**config.mk**
```make
export PLATFORM = sky130hd
export DESIGN_NAME = systolic_skew_feeder
export DESIGN_NICKNAME = d
export VERILOG_FILES = /design/src/rtl/systolic_pkg.sv /design/src/rtl/skew_delay_line.sv /design/src/rtl/systolic_skew_feeder.sv
export SDC_FILE = /design/constraint.sdc
export NUM_CORES = 1
export LEC_CHECK = 0
export ABC_AREA = 0
export BUFFER_PORTS_ARGS = -buffer_cell sky130_fd_sc_hd__buf_2
export CAP_MARGIN = 20
export CORE_MARGIN = 3
export CORE_UTILIZATION = 45
export DETAILED_ROUTE_END_ITERATION = 16
export GPL_ROUTABILITY_DRIVEN = 0
export PLACE_DENSITY = 0.69
export SKIP_LAST_GASP = 1
export SLEW_MARGIN = 20
export SYNTH_ARGS = -nofsm -noshare
export SYNTH_HDL_FRONTEND = slang
export SYNTH_SLANG_ARGS = --single-unit
```
**constraint.sdc**
```tcl
create_clock -name clk -period 2.44 [get_ports clk]
set_input_delay 0.732 -clock clk [delete_from_list [all_inputs] [get_ports clk]]
set_output_delay 0.732 -clock clk [all_outputs]
set_load 0.02 [all_outputs]
```
**src/rtl/systolic_pkg.sv**
```systemverilog
// Shared types and helpers for the systolic array edge logic.
package systolic_pkg;

  localparam int unsigned DEFAULT_DATA_WIDTH = 16;
  localparam int unsigned DEFAULT_COLS       = 4;

  typedef enum logic [1:0] {
    IDLE,
    STREAM,
    FLUSH
  } feeder_state_t;

  // LSB position of element col in a packed column vector of width-bit elements.
  function automatic int unsigned elem_lsb(input int unsigned col, input int unsigned width);
    return col * width;
  endfunction

endpackage

```
**src/rtl/skew_delay_line.sv**
```systemverilog
// Reset-clearing shift register of DEPTH stages carrying {valid, data}.
module skew_delay_line #(
  parameter int unsigned DEPTH = 1,
  parameter int unsigned WIDTH = 17
) (
  input  logic             clk,
  input  logic             aresetn,
  input  logic [WIDTH-1:0] d,
  output logic [WIDTH-1:0] q
);

  logic [WIDTH-1:0] stage [DEPTH];

  always_ff @(posedge clk or negedge aresetn) begin
    if (!aresetn) begin
      for (int unsigned i = 0; i < DEPTH; i++) stage[i] <= '0;
    end else begin
      stage[0] <= d;
      for (int unsigned i = 1; i < DEPTH; i++) stage[i] <= stage[i-1];
    end
  end

  assign q = stage[DEPTH-1];

endmodule

```
**src/rtl/systolic_skew_feeder.sv**
```systemverilog
// Top-edge feeder: accepts activation vectors and presents them diagonally skewed.
module systolic_skew_feeder
  import systolic_pkg::*;
#(
  parameter int unsigned DATA_WIDTH = DEFAULT_DATA_WIDTH,
  parameter int unsigned COLS       = DEFAULT_COLS,
  parameter int unsigned CNT_WIDTH  = 16
) (
  input  logic                       clk,
  input  logic                       aresetn,
  input  logic                       s_valid,
  output logic                       s_ready,
  input  logic [COLS*DATA_WIDTH-1:0] s_data,
  input  logic                       s_last,
  output logic [COLS*DATA_WIDTH-1:0] top_out,
  output logic [COLS-1:0]            col_valid,
  output logic                       busy,
  output logic                       done,
  output logic [CNT_WIDTH-1:0]       vec_count
);

  localparam int unsigned FW = (COLS > 1) ? $clog2(COLS) : 1;

  feeder_state_t state, state_nxt;
  logic [FW-1:0] flush_cnt;
  logic          xfer;
  logic          flush_end;
  logic          done_nxt;

  assign xfer = s_valid && s_ready;
  // Counter is loaded with COLS-1 and FLUSH exits on the edge that takes it to 0.
  assign flush_end = (state == FLUSH) && (flush_cnt == FW'(1));

  always_ff @(posedge clk or negedge aresetn) begin
    if (!aresetn) begin
      state     <= IDLE;
      flush_cnt <= '0;
      done      <= 1'b0;
      vec_count <= '0;
    end else begin
      state <= state_nxt;
      done  <= done_nxt;
      if (state != FLUSH && state_nxt == FLUSH) flush_cnt <= FW'(COLS - 1);
      else if (state == FLUSH)                  flush_cnt <= flush_cnt - 1'b1;
      if (xfer) vec_count <= (state == IDLE) ? CNT_WIDTH'(1) : vec_count + 1'b1;
    end
  end

  always_comb begin
    state_nxt = state;
    done_nxt  = 1'b0;
    case (state)
      IDLE, STREAM: begin
        if (xfer && s_last) begin
          if (COLS == 1) begin
            state_nxt = IDLE;
            done_nxt  = 1'b1;
          end else begin
            state_nxt = FLUSH;
          end
        end else if (xfer) begin
          state_nxt = STREAM;
        end
      end
      FLUSH: begin
        if (flush_end) begin
          state_nxt = IDLE;
          done_nxt  = 1'b1;
        end
      end
      default: state_nxt = IDLE;
    endcase
  end

  always_comb begin
    s_ready = 1'b1;
    busy    = 1'b0;
    case (state)
      STREAM:  busy = 1'b1;
      FLUSH: begin
        s_ready = 1'b0;
        busy    = 1'b1;
      end
      default: ;
    endcase
  end

  for (genvar c = 0; c < COLS; c++) begin : g_col
    logic [DATA_WIDTH:0] d_in;
    logic [DATA_WIDTH:0] d_out;

    assign d_in = xfer ? {1'b1, s_data[elem_lsb(c, DATA_WIDTH) +: DATA_WIDTH]} : '0;

    skew_delay_line #(
      .DEPTH(c + 1),
      .WIDTH(DATA_WIDTH + 1)
    ) u_delay (
      .clk    (clk),
      .aresetn(aresetn),
      .d      (d_in),
      .q      (d_out)
    );

    assign top_out[elem_lsb(c, DATA_WIDTH) +: DATA_WIDTH] = d_out[DATA_WIDTH-1:0];
    assign col_valid[c] = d_out[DATA_WIDTH];
  end

endmodule

```
==> results of run 1 <==
## cells by family (layout without fill, tap and decap cells)
logic type,count (synthesis),after routing
AND/OR/NAND/NOR,122,122
flip-flops,185,185
XOR/XNOR,5,5
AO/OA/AOI/OAI,26,26
buffers and inverters,73,199
adder cells (fa/ha/maj),7,7
multiplexers,3,3
## worst reg2reg max path: cells and delay by family, from the launching register on
| kind | cells | cell delay (ps) |
|---|---|---|
| buffers and inverters | 1 | 120 |
| flip-flops | 1 | 420 |
| AO/OA/AOI/OAI | 2 | 260 |
| AND/OR/NAND/NOR | 2 | 840 |
| adder cells (fa/ha/maj) | 1 | 250 |
## per-stage QoR
stage                     area (um^2)  worst slack [ps]  power [W]  hold WS, ps
final                            7370               227    0.00784          223
after global routing             7370               143    0.00826          217
after CTS                        7370               223    0.00795          204
after detailed placement         6790               551    0.00526          335
after global placement           6790               555    0.00518          332
after floorplan                  6170               784    0.00487          331
## cell usage in the layout (no fill, tap or decap), types with 4 or more instances in the layout
cell / Yosys / routed
sky130_fd_sc_hd__a21oi_1: 10 / 10
sky130_fd_sc_hd__and2_1: 66 / 66
sky130_fd_sc_hd__buf_2: 4 / 153
sky130_fd_sc_hd__buf_4: 54 / 5
sky130_fd_sc_hd__clkbuf_16: 0 / 17
sky130_fd_sc_hd__dfrtp_1: 185 / 185
sky130_fd_sc_hd__ha_1: 7 / 7
sky130_fd_sc_hd__inv_1: 6 / 5
sky130_fd_sc_hd__inv_6: 0 / 4
sky130_fd_sc_hd__nand2_1: 16 / 16
sky130_fd_sc_hd__nand3_1: 7 / 7
sky130_fd_sc_hd__nand4_1: 4 / 4
sky130_fd_sc_hd__nor2_1: 4 / 4
sky130_fd_sc_hd__nor3_1: 6 / 6
sky130_fd_sc_hd__o21ai_0: 7 / 7
## cell type report
type / count / area [um^2]
Sequential cell: 185 / 4630
Timing Repair Buffer: 161 / 857
Inverter: 6 / 22.5
Clock inverter: 15 / 158
Clock buffer: 17 / 425
Fill cell: 1128 / 5980
Multi-Input combinational cell: 163 / 1060
Tap cell: 176 / 220
## registers in the layout, indices dropped and copies added, names as in the netlist
signal	cells
g_col.u_delay.q	68
vec_count	16
state	2
g_col.u_delay.stage	96
done	1
flush_cnt	2
## cell usage after synthesis, drive strengths merged, types with 3 or more instances
cell type	count
a21oi	10
and2	66
and4	4
buf	58
clkbuf	9
dfrtp	185
ha	7
inv	6
nand2	16
nand3	8
nand3b	3
nand4	4
nor2	4
nor3	6
o21ai	7
xnor2	3
## how the worst min path moves through the flow
stage / start / to / slack, ps / cells past startpoint
global placement: g_col[3].u_delay.stage[44] / g_col[3].u_delay.stage[27] / 330 / 0
CTS: aresetn / g_col[3].u_delay.stage[17] / 200 / 1
floorplan: g_col[1].u_delay.stage[17] / g_col[1].u_delay.q[0] / 330 / 0
global route: aresetn / g_col[2].u_delay.q[14] / 220 / 1
finish: aresetn / g_col[2].u_delay.stage[44] / 220 / 1
detailed placement: g_col[2].u_delay.stage[36] / g_col[2].u_delay.stage[19] / 330 / 0
## power groups by stage
stage               clock (W)  sequential [W]  combinational [W]
global route          0.00287         0.00386            0.00152
global placement            0         0.00382            0.00136
detailed placement          0         0.00386            0.00140
finish                0.00266         0.00380            0.00138
floorplan                   0         0.00391           0.000961
CTS                   0.00274         0.00380            0.00141
## metal layers
layer	global-route usage	wire [um]
met1	0.174	4420
met2	0.250	5610
met3	0.0503	605
met4	0.0630	167
met5	0	0
==> run summary, run 1 <==
Final setup violation count = 0
Setup repair after global routing missed its margin = false
Leak pwr = 3.85 nW
Type of the tightest min-delay check = input pin to async pin
Total negative slack = 0 ps
IO Port Bufs = 154
Dpl hpwl = 7.48 mm
Number of iterations in the first detailed-routing pass = 4
Count of H-tree levels built during CTS = 4
Slowest Stage Delay on Critical Path = 420 ps
Final #Nets = 609
Post-route non-filler standard cell count = 723
Sequential group share of total power = 0.485
Overall die width = 123 um
Count of flip-flops with a built-in enable after synthesis = 0
Global route overflow = 0
Switching part of the total power = 0.299
Share of total power in the clock network = 0.339
Global-route wire length before repair = 16.8 mm
Number of pins with negative max-slew slack in the final report = 0
Via Count = 3345
Starting DRC count in detailed routing = 137
Share of the synthesized netlist area taken by xor and xnor gates = 0.00710
Number of storage elements in the synthesis netlist = 185
Worst clock skew = 12.8 ps
Sum of routed wire length over all layers = 10.8 mm
Most area-hungry cell type in the Yosys netlist = sky130_fd_sc_hd__dfrtp_1
Result of the run = completed
Worst endpoint data arrival time = 1480 ps
Global-route total usage across every layer = 0.149
Power density cells = 1060 nW/um^2
Effective utilization at floorplan = 0.462
Clock root buffer master = sky130_fd_sc_hd__clkbuf_16
TritonCTS buffer count = 17
Warning count from the yosys run = 0
Clock input transition at the sequential cells of the worst setup and hold paths = 70 ps
Signed area change from the synthesized netlist to the final layout = 19.4%
Critical path depth = 4
Initial antenna violation count = 0
Category of the worst setup path launch point = flip-flop
Fraction of final layout cells with drive strength greater than 1 = 0.364
Largest cells by area after synthesis = sky130_fd_sc_hd__dfrtp_1 (75%), sky130_fd_sc_hd__and2_1 (6.7%), sky130_fd_sc_hd__buf_4 (6.6%)
Worst-case headroom to the max-slew limit = 0.544
Total inserted antenna cells = 0
Maximum fanout along the worst path = 5
Top-area cell type share of the netlist area = 0.750
Drt drc = 0
Synth unique cells = 40
Number of buffer and inverter stages on the critical path = 3
Transition time at the pin with the least slew margin = 684 ps
Reg2Reg Capture Point = vec_count[6]
Syn avg cell area = 14.7 um^2
Endpoints failing hold = 0
Depth of the most critical reg-to-reg path = 6
Number of placement rows = 42
Cell area after synthesis = 6170 um^2
Combinational share of power = 0.176
Hold-fix buffers, CTS = 0
Cell type group with the largest total delay on the critical path = flip-flops
Pin count of the biggest net entering global routing = 70
Top flip-flop cell by instance count after synthesis = sky130_fd_sc_hd__dfrtp_1
Ordered cell list for the critical path = inv_1 > ha_1 > inv_1 > buf_2
Adder-cell share of the synthesized area = 0.0142
Post-CTS sizing = 0
Max-cap viol count = 0
Time the worst path needs with I/O delays and setup = 2210 ps
Net count after synthesis = 496
Total setup buffers inserted after CTS = 0
# IOs = 155
Placed instance count = 691
Die boundary height = 123 um
Fraction of the core area covered by cells at the end of the flow = 0.552
TritonCTS clock tree = yes
Area fraction in compound gates after synthesis = 0.0260
Area inside the core boundary = 13300 um^2
Part of the Yosys area used for sequential elements = 0.750
Maximum clock frequency = 0.452 GHz
Endpoint type of the worst setup path = output pin
Share of synthesized area spent on multiplexers = 0.00507
Critical path's most frequent cell = sky130_fd_sc_hd__inv_1
Switching pwr = 0.00235 W
Die footprint = 15200 um^2
Required arrival time at the worst endpoint = 1710 ps
Synth Instances = 421
Setup slack of the worst register-to-register path = 500 ps
Dominant combinational cell family by area after synthesis = simple AND/OR/NAND/NOR gates
Share of flip-flops with an asynchronous set or reset after synthesis = 1.00
Final ANT Viol Nets = 0
Vias per cell = 4.63
Source of the critical timing path = state[0]
TritonCTS sink count = 185
Part of the cycle the worst path needs = 0.907
Detailed-route wire length per cell = 14.9 um
Highest ir drop seen on vdd = 549 uV
Worst-Skew Late Latency = 420 ps
Clk buf depth = 2
Number of global-route vias before repair = 3448
Post-Synth Simple-Gate Area = 0.119
Worst setup path endpoint = s_ready
Slowest stage cell, crit path = sky130_fd_sc_hd__dfrtp_1
Start-to-end type of the worst setup path = flip-flop to output pin
Launching point of the worst reg2reg path = state[0]
Internal portion of total power = 0.00549 W
Power figures use the tool's default switching activity.
==> run 2, diff against run 1 <==
- PLACE_DENSITY: 0.69 -> 0.72
- SLEW_MARGIN: 20 -> default
- clock period: 2.44 -> 1.8 ns (I/O delays scaled with it)
==> run summary, run 2 (same netlist as run 1, synthesis figures left out) <==
Transition time at the pin with the least slew margin = 445 ps
Max-cap viol count = 0
Worst-case headroom to the max-slew limit = 0.703
Die boundary height = 123 um
Slowest stage cell, crit path = sky130_fd_sc_hd__dfrtp_2
Required arrival time at the worst endpoint = 1260 ps
Most common library cell in the layout ignoring fill and taps = sky130_fd_sc_hd__dfrtp_1
Clk buf depth = 2
Signed area change from the synthesized netlist to the final layout = 22.3%
Maximum clock frequency = 0.547 GHz
Time the worst path needs with I/O delays and setup = 1830 ps
TritonCTS sink count = 185
Worst-Skew Late Latency = 420 ps
Source of the critical timing path = state[1]
Number of iterations in the first detailed-routing pass = 4
Final setup violation count = 1
Result of the run = complete, but fails checks
Dpl hpwl = 7.67 mm
Overall die width = 123 um
Setup slack after placement = 28.2 ps
Power density cells = 1450 nW/um^2
Global-route wire length before repair = 17.5 mm
TritonCTS clock tree = yes
Fill cell count = 1063
Global route overflow = 0
Via Count = 3431
Count of H-tree levels built during CTS = 4
Number of global-route vias before repair = 3578
Number of buffer and inverter stages on the critical path = 2
Hold-fix buffers, CTS = 0
Ordered cell list for the critical path = inv_2 > ha_4 > buf_6
Violations in the final reports = setup timing
Setup repair after global routing missed its margin = true
Clock root buffer master = sky130_fd_sc_hd__clkbuf_16
TritonCTS buffer count = 17
Commonest non-fill, non-tap cells in the layout = sky130_fd_sc_hd__dfrtp_1 (184), sky130_fd_sc_hd__buf_2 (151), sky130_fd_sc_hd__and2_1 (66), sky130_fd_sc_hd__clkbuf_16 (17)
Drt drc = 0
Final ANT Viol Nets = 0
Cell type group with the largest total delay on the critical path = flip-flops
Global-route total usage across every layer = 0.153
Area inside the core boundary = 13300 um^2
Worst clock skew = 8.88 ps
Placed cell areas = 6840 um^2
Fraction of the core area covered by cells at the end of the flow = 0.565
# IOs = 155
Number of pins with negative max-slew slack in the final report = 0
Pin count of the biggest net entering global routing = 55
Final #Nets = 621
Total negative slack = -27.8 ps
Clock input transition at the sequential cells of the worst setup and hold paths = 70 ps
Highest ir drop seen on vdd = 998 uV
Setup ws final = -27.8 ps
Top register by number of flip-flops = g_col.u_delay.stage
Category of the worst setup path launch point = flip-flop
Maximum fanout along the worst path = 4
Design area = 7540 um^2
Number of placement rows = 42
Start-to-end type of the worst setup path = flip-flop to output pin
Flip-flop count of the largest register, all copies and words added = 96
Starting DRC count in detailed routing = 254
Slowest Stage Delay on Critical Path = 450 ps
Type of the tightest min-delay check = input pin to async pin
Effective utilization at floorplan = 0.462
Die footprint = 15200 um^2
Fraction of final layout cells with drive strength greater than 1 = 0.395
Worst slack on hold paths = 79.2 ps
IO Port Bufs = 154
Sum of routed wire length over all layers = 11.2 mm
Detailed-route wire length per cell = 15.3 um
Total inserted antenna cells = 0
Endpoint type of the worst setup path = output pin
Leak pwr = 3.93 nW
Initial antenna violation count = 2
Launching point of the worst reg2reg path = state[0]
Vias per cell = 4.67
Part of the cycle the worst path needs = 1.02
Endpoints failing hold = 0
Worst endpoint data arrival time = 1290 ps
==> run 2: cell types whose count changed in the layout (fill, tap and decap cells not counted), sizes merged <==
cell      before  now
buf          160  172
clkinv         5    7
clkinvlp       2    0
==> run 2: timing repair <==
item                       in CTS  in global routing
hold endpoints to repair        0                  0
setup endpoints to repair       2                 11
resized for setup               7                  8
pin swaps                       0                  2
buffers inserted                4                  2
==> run 2: layer usage <==
metal,track usage,part of all wire
met5,0,0.0020
met4,0.0685,0.016
met3,0.0540,0.070
met2,0.250,0.52
met1,0.183,0.39
==> run 2: power breakdown <==
group / leakage, nW / switching, W / total [W] / internal (W)
combinational: 1.22 / 0.00129 / 0.00215 / 0.000861
sequential: 2.41 / 0.000345 / 0.00516 / 0.00481
clock: 0.295 / 0.00168 / 0.00366 / 0.00199
total: 3.93 / 0.00331 / 0.0110 / 0.00766
==> run 2: final timing paths <==
kind | end | slack, ps | cells past startpoint
min in group clk | g_col[0].u_delay.q[1] | 320 | 2
max in group asynchronous | state[1] | 1140 | 2
max | busy | -30 | 3
min | g_col[2].u_delay.q[15] | 80 | 1
min reg2reg | g_col[3].u_delay.stage[43] | 340 | 0
max reg2reg | flush_cnt[1] | 80 | 8
==> run 2: area by class of cell <==
type | count | area, um^2 | area share
clock buffers | 17 | 425 | 0.0564
clock inverters | 15 | 176 | 0.0234
inverters | 6 | 22.5 | 0.00299
multi-input cells | 163 | 1100 | 0.145
flip-flops and latches | 185 | 4630 | 0.614
well taps | 176 | 220 | 0.0292
repair buffers | 173 | 972 | 0.129
==> run 2: worst reg2reg max path: stages (launching register included) <==
cell and delay (ps):
sky130_fd_sc_hd__dfrtp_1 390, sky130_fd_sc_hd__inv_2 110, sky130_fd_sc_hd__buf_4 130, sky130_fd_sc_hd__buf_4 100, sky130_fd_sc_hd__ha_1 240, sky130_fd_sc_hd__and2_1 200
sky130_fd_sc_hd__nor3_2 60, sky130_fd_sc_hd__o2111ai_1 230, sky130_fd_sc_hd__o211ai_1 130
==> run 2: stage by stage <==
| stage | total power (W) | instances |
|---|---|---|
| 3_3_place_gp | 0.00706 | 697 |
| 4_1_cts | 0.0110 | 733 |
| 2_1_floorplan | 0.00660 | 421 |
| 5_1_grt | 0.0116 | 735 |
| 3_5_place_dp | 0.00719 | 697 |
| 6_report | 0.0110 | 735 |
